--- src/rtl/mux_pkg.sv ---
// Shared constants and elaboration-time helpers for the pipelined word mux.
// No ports. Every helper is a constant function, so it can size generate
// blocks and set localparams.
package mux_pkg;

  function automatic int min_int(input int a, input int b);
    return (a < b) ? a : b;
  endfunction

  // Number of pipeline stages. This is the ceiling of sel_w / lps.
  function automatic int mux_stages(input int sel_w, input int lps);
    return (sel_w + lps - 1) / lps;
  endfunction

  // Number of words still alive after stage k has registered.
  // When k = -1, the result is the unreduced input count.
  function automatic int stage_words(input int inputs, input int k, input int lps);
    return inputs >> min_int($clog2(inputs), (k + 1) * lps);
  endfunction

  // Number of tree levels that stage k resolves. The last stage may resolve
  // fewer levels than lps, because the count is clipped to the select width.
  function automatic int stage_levels(input int inputs, input int k, input int lps);
    return min_int($clog2(inputs), (k + 1) * lps) - k * lps;
  endfunction

  function automatic bit mux_params_ok(input int inputs, input int lps);
    return (inputs >= 2) && ((inputs & (inputs - 1)) == 0) &&
           (lps >= 1) && (lps <= $clog2(inputs));
  endfunction

endpackage

--- src/rtl/mux_pipe_stage.sv ---
// One pipeline stage of the word mux. The stage is a combinational
// 2^LEVELS:1 reduction followed by a register that loads when adv is high.
// Ports:
//   clk, reset_n          clock and asynchronous active-low reset
//   adv                   the register loads this cycle
//   in_valid/in_words     incoming words (IN_WORDS of DATA_W bits)
//   in_sel                full select word. Bits [SEL_LO +: LEVELS] are used here.
//   out_valid/out_words   registered survivors (OUT_WORDS of DATA_W bits)
//   out_sel               registered full select word, carried for the echo
module mux_pipe_stage
  import mux_pkg::*;
#(
  parameter int DATA_W    = 8,
  parameter int IN_WORDS  = 2,
  parameter int LEVELS    = 1,
  parameter int SEL_W     = 1,
  parameter int SEL_LO    = 0,
  parameter int OUT_WORDS = IN_WORDS >> LEVELS
) (
  input  logic                          clk,
  input  logic                          reset_n,
  input  logic                          adv,
  input  logic                          in_valid,
  input  logic [IN_WORDS*DATA_W-1:0]    in_words,
  input  logic [SEL_W-1:0]              in_sel,
  output logic                          out_valid,
  output logic [OUT_WORDS*DATA_W-1:0]   out_words,
  output logic [SEL_W-1:0]              out_sel
);

  logic [OUT_WORDS*DATA_W-1:0] reduced;

  // Each level halves the word count. Select bit SEL_LO+l picks the odd
  // word or the even word of each pair, so the LSB is resolved first.
  for (genvar l = 0; l < LEVELS; l++) begin : g_lvl
    localparam int NI = IN_WORDS >> l;
    localparam int NO = IN_WORDS >> (l + 1);
    logic [NI*DATA_W-1:0] src;
    logic [NO*DATA_W-1:0] dst;

    if (l == 0) begin : g_first
      assign src = in_words;
    end else begin : g_next
      assign src = g_lvl[l-1].dst;
    end

    for (genvar j = 0; j < NO; j++) begin : g_pair
      assign dst[j*DATA_W +: DATA_W] = in_sel[SEL_LO + l]
                                     ? src[(2*j+1)*DATA_W +: DATA_W]
                                     : src[(2*j)*DATA_W +: DATA_W];
    end
  end

  assign reduced = g_lvl[LEVELS-1].dst;

  // Payload is loaded together with the valid bit. A bubble therefore
  // carries don't-care data that nobody observes.
  always_ff @(posedge clk or negedge reset_n) begin
    if (!reset_n) begin
      out_valid <= 1'b0;
      out_words <= '0;
      out_sel   <= '0;
    end else if (adv) begin
      out_valid <= in_valid;
      out_words <= reduced;
      out_sel   <= in_sel;
    end
  end

endmodule

--- src/rtl/mux_pipelined.sv ---
// Pipelined N:1 word multiplexer with valid/ready flow control.
// A register sits after every LEVELS_PER_STAGE levels of the 2:1 tree, and
// the select word travels along with the data so that it can be echoed.
//
// Handshake: a word moves across an interface on a rising clk edge when
// valid and ready are both high on that interface. Valid never depends
// combinationally on ready. in_ready is combinational in out_ready and in
// the stage valid bits, so bubbles collapse and the block sustains one
// word per cycle.
//
// Ports:
//   clk, reset_n         clock and asynchronous active-low reset
//   in_data              INPUTS words. Word i is at [i*DATA_W +: DATA_W].
//   in_sel               index of the word to forward
//   in_valid/in_ready    input handshake
//   out_data/out_sel     selected word and the select value that produced it
//   out_valid/out_ready  output handshake
module mux_pipelined
  import mux_pkg::*;
#(
  parameter int DATA_W           = 32,
  parameter int INPUTS           = 32,
  parameter int LEVELS_PER_STAGE = 2
) (
  input  logic                        clk,
  input  logic                        reset_n,
  input  logic [INPUTS*DATA_W-1:0]    in_data,
  input  logic [$clog2(INPUTS)-1:0]   in_sel,
  input  logic                        in_valid,
  output logic                        in_ready,
  output logic [DATA_W-1:0]           out_data,
  output logic [$clog2(INPUTS)-1:0]   out_sel,
  output logic                        out_valid,
  input  logic                        out_ready
);

  localparam int SEL_W  = $clog2(INPUTS);
  localparam int LPS    = LEVELS_PER_STAGE;
  localparam int STAGES = mux_stages(SEL_W, LPS);

  if (!mux_params_ok(INPUTS, LPS)) begin : g_bad_params
    $error("mux_pipelined: INPUTS must be a power of two >= 2 and LEVELS_PER_STAGE in 1..SEL_W");
  end

  // adv[k]: stage k may load this cycle. A stage loads when it is empty or
  // when its content moves on. The chain ends at the output handshake.
  logic [STAGES:0] adv;
  assign adv[STAGES] = out_ready;

  for (genvar k = 0; k < STAGES; k++) begin : g_stage
    localparam int IN_N  = stage_words(INPUTS, k - 1, LPS);
    localparam int OUT_N = stage_words(INPUTS, k, LPS);
    localparam int LV    = stage_levels(INPUTS, k, LPS);

    logic [IN_N*DATA_W-1:0]  words_d;
    logic [SEL_W-1:0]        sel_d;
    logic                    valid_d;
    logic [OUT_N*DATA_W-1:0] words_q;
    logic [SEL_W-1:0]        sel_q;
    logic                    valid_q;

    if (k == 0) begin : g_head
      assign words_d = in_data;
      assign sel_d   = in_sel;
      assign valid_d = in_valid;
    end else begin : g_link
      assign words_d = g_stage[k-1].words_q;
      assign sel_d   = g_stage[k-1].sel_q;
      assign valid_d = g_stage[k-1].valid_q;
    end

    mux_pipe_stage #(
      .DATA_W   (DATA_W),
      .IN_WORDS (IN_N),
      .LEVELS   (LV),
      .SEL_W    (SEL_W),
      .SEL_LO   (k * LPS)
    ) u_stage (
      .clk       (clk),
      .reset_n   (reset_n),
      .adv       (adv[k]),
      .in_valid  (valid_d),
      .in_words  (words_d),
      .in_sel    (sel_d),
      .out_valid (valid_q),
      .out_words (words_q),
      .out_sel   (sel_q)
    );

    assign adv[k] = !valid_q || adv[k+1];
  end

  assign in_ready  = adv[0];
  assign out_data  = g_stage[STAGES-1].words_q;
  assign out_sel   = g_stage[STAGES-1].sel_q;
  assign out_valid = g_stage[STAGES-1].valid_q;

  a_sel_known : assert property (@(posedge clk) disable iff (!reset_n)
                                 in_valid |-> !$isunknown(in_sel))
    else $error("mux_pipelined: in_sel unknown while in_valid is high");

endmodule

--- config.mk ---
export PLATFORM = sky130hd
export DESIGN_NAME = mux_pipelined
export DESIGN_NICKNAME = d
export VERILOG_FILES = /design/src/rtl/mux_pkg.sv /design/src/rtl/mux_pipe_stage.sv /design/src/rtl/mux_pipelined.sv
export SDC_FILE = /design/constraint.sdc
export NUM_CORES = 1
export LEC_CHECK = 0
export ABC_AREA = 0
export BUFFER_PORTS_ARGS = -buffer_cell sky130_fd_sc_hd__buf_2
export CORE_AREA = 4 4 421 423
export CTS_CLUSTER_DIAMETER = 80
export DETAILED_ROUTE_END_ITERATION = 16
export DIE_AREA = 0 0 425 427
export GPL_TIMING_DRIVEN = 0
export HOLD_SLACK_MARGIN = 0.03
export REMOVE_ABC_BUFFERS = 1
export SKIP_CTS_REPAIR_TIMING = 1
export SLEW_MARGIN = 10
export SYNTH_ARGS = -nofsm -noshare
export SYNTH_HDL_FRONTEND = slang
export SYNTH_HIERARCHICAL = 1
export SYNTH_SLANG_ARGS = --single-unit
export TNS_END_PERCENT = 5
--- constraint.sdc ---
create_clock -name clk -period 1.4 [get_ports clk]
set_input_delay 0.07 -clock clk [delete_from_list [all_inputs] [get_ports clk]]
set_output_delay 0.07 -clock clk [all_outputs]
set_load 0.05 [all_outputs]
==> out/results.md <==
- pwr dens: 932 nW/um2
- clock latency reported for the late side of the worst-skew pair: 0.63 ns
- number of buffers and inverters on the critical path: 6
- final standard cell area without fillers: 44,700 um2
- fraction of final layout cells sized beyond drive strength 1: 33.7%
- total routing usage reported by global routing: 11.5%
- worst flop-to-flop path startpoint: g_stage[2].u_stage/out_valid
- reg-to-reg endpoint: g_stage[0].u_stage/out_words[66]
- # setup viols final: 363
- number of different library cells in the post-synthesis netlist: 24
- synth-to-layout area growth: 96.0%
- Clock Path Buffers: 3
- part of the Yosys area used for sequential elements: 40.6%
- clock tree from TritonCTS: done
- worst setup slack after placement: -2.60 ns
- antenna violations before repair: 54
- mean cell area of the mapped netlist: 11.6 um2
- residual antenna-violating net count after detailed routing: 0
- wire length per cell: 23.1 um
- WS Path Type: reg2reg
- Die Ht: 427 um
- Max-cap violations: 0
- Max transition margin: 39.4%
- worst-case register-to-register setup slack: -1.16 ns
- Yosys reg bits: 370
- crit path max-delay cell type: nand2b_2
- total power consumption of the routed design: 41.6 mW
- total congestion overflow: 0
- number of optimization iterations in the first detailed-route pass: 5
- endpoint class of the critical path: register
- sort of element at the start of the critical path: register
- via count of the first global-routing pass: 21.0k
- final worst-path setup slack: -1.16 ns
- largest net degree at the start of global routing: 103
- number of fill cells in the layout: 17.8k
- R2R cell count: 9
- multiplexer fraction of the synthesized cell area: 30.4%
- time the worst path needs with I/O delays and setup: 2.56 ns
- IO Port Bufs: 1,071
- count of unresolved DRC violations after routing: 0
- violations in the final reports: hold timing, setup timing
- YS warnings: 6
- Simple-Gate Fraction of Synth Area: 9.50%
- post-route setup TNS: -314.32 ns
- Post-Route Skew: 0.0279 ns
- clock-pin slew reported for the worst setup and hold paths after clock tree synthesis: 0.06 ns
- top fanout value on the critical path: 28
- Final Wtd Congestion: 0.971
- adder-cell area share of the yosys netlist: 0%
- count of non-filler cells in the finished layout: 6,468
- DR vias/cell: 4.33
- row cnt: 153
- Pleak: 20.3 nW
- post-detailed-placement cell area: 30,500 um2
- Die X: 425 um
- largest stage delay on the critical path: 0.60 ns
- Max IR drop VDD: 0.000834 V
- HPWL after DPL: 90.6 mm
- number of sinks handled by clock tree synthesis: 370
- min-delay worst type: in2async
- family of cells with the greatest summed delay on the critical path: buffers and inverters
- Period Utilization, post-route: 183%
- vias: 28.0k
- clock buffer count from CTS: 49
- global-route wire length before repair: 152 mm
- xor and xnor area share after synthesis: 0%
- Final nets: 5,102
- final hold violations: 97
- total length of routed wires: 150 mm
- worst path required time: 1.83 ns
- Final Slew Violations: 0
- unrepaired setup endpoints after global routing: yes
- critical path, cell by cell: nand4b_1 -> buf_4 -> buf_8 -> buf_12 -> buf_12 -> buf_16 -> buf_16 -> nand2b_2 -> o221ai_1
- Slew @ Worst Pin: 0.883 ns
- Placed Cells: 5,209
- H-tree lvl count: 2
- buffer type at the clock tree root: clkbuf_16
- cell count after synthesis: 1,964
- worst hold slack across all endpoints: -0.526 ns
- largest family of logic cells by synthesized area: multiplexers
- data arrival time of the critical path: 2.99 ns
- DRT iter0 DRCs: 2,542
- placeable core region: 173,000 um2
- I/O pin total: 1,072
- share of the core filled with cells: 25.8%
- Achievable Freq: 391 MHz
- area of the mapped netlist: 22,800 um2
- Compound-Gate Fraction of Synth Area: 13.0%
- status: finished with violations
- Initial Utilization: 13.1%
- Total Die Area: 181,000 um2
## cell usage in the layout, fill, tap and decap left out, drive strengths merged
master,Yosys,layout
a21oi,32,32
clkinv,0,9
nand2,2,4
nor2,32,32
buf,136,1167
o221ai,320,320
o21ai,2,2
dfrtp,370,370
bufinv,0,5
clkinvlp,0,2
dlygate4sd3,0,1025
mux2i,672,672
clkbuf,55,119
inv,2,4
mux2,16,16
nand4b,1,1
nand2b,323,325
nand3b,1,1
diode,0,37
## cell type report
type	count	area [um2]	share of cell area, %
repair buffers	2241	18200	40.7
multi-input cells	1405	12600	28.1
flip-flops and latches	370	9270	20.7
well taps	2325	2910	6.51
clock buffers	70	1410	3.15
clock inverters	18	254	0.569
diodes	37	92.6	0.207
inverters	2	7.51	0.0168
## cells in the mapped netlist (all sizes together)
cell type    n  area (um2)
mux2i      672        6730
dfrtp      370        9260
nand2b     323        2020
o221ai     320        2800
buf        136        1250
clkbuf      55         211
a21oi       32         160
nor2        32         120
mux2        16         191
inv          2        7.51
nand2        2        7.51
o21ai        2        10.0
nand3b       1        7.51
nand4b       1        8.76
## layer usage
layer  vias to the layer above  GRT usage [%]  wire length (um)
li1                      11807              -                 -
met1                     13547           14.2             53200
met2                      1919           19.5             71600
met3                       714           3.09             14400
met4                        28           3.37             10200
met5                         -              0               198
## registers in the layout (all words and copies together) (netlist names)
signal,cells
g_stage.u_stage/out_valid,3
g_stage.u_stage/out_words,352
g_stage.u_stage/out_sel,15
## how the worst max path moves through the flow
| stage | startpoint | to | slack (ns) | cells past startpoint |
|---|---|---|---|---|
| 2_1_floorplan | g_stage[2].u_stage/out_valid | g_stage[0].u_stage/out_words[0] | -10.49 | 3 |
| 3_3_place_gp | g_stage[2].u_stage/out_valid | g_stage[0].u_stage/out_words[48] | -23.11 | 3 |
| 3_5_place_dp | g_stage[2].u_stage/out_valid | g_stage[0].u_stage/out_words[179] | -2.60 | 10 |
| 4_1_cts | g_stage[2].u_stage/out_valid | g_stage[0].u_stage/out_words[97] | -2.62 | 10 |
| 5_1_grt | g_stage[2].u_stage/out_valid | g_stage[0].u_stage/out_words[137] | -1.17 | 13 |
| 6_report | g_stage[2].u_stage/out_valid | g_stage[0].u_stage/out_words[66] | -1.16 | 9 |
## report_power, final
group | leakage (nW) | internal, mW | switching [mW]
Combinational | 15.1 | 6.92 | 7.35
Clock | 0.812 | 7.91 | 5.38
Sequential | 4.45 | 12.5 | 1.54
## worst register-to-register path, stage by stage (launching register included)
cell	delay (ns)
dfrtp_2	0.39
nand4b_1	0.19
buf_4	0.20
buf_8	0.13
buf_12	0.14
buf_12	0.14
buf_16	0.14
buf_16	0.15
nand2b_2	0.62
o221ai_1	0.28
## cells by family after synthesis
group | count (synthesis)
multiplexers | 688
buffers and inverters | 193
AND/OR/NAND/NOR | 359
AO/OA/AOI/OAI | 354
flip-flops | 370
(Power assumes the default switching activity.)
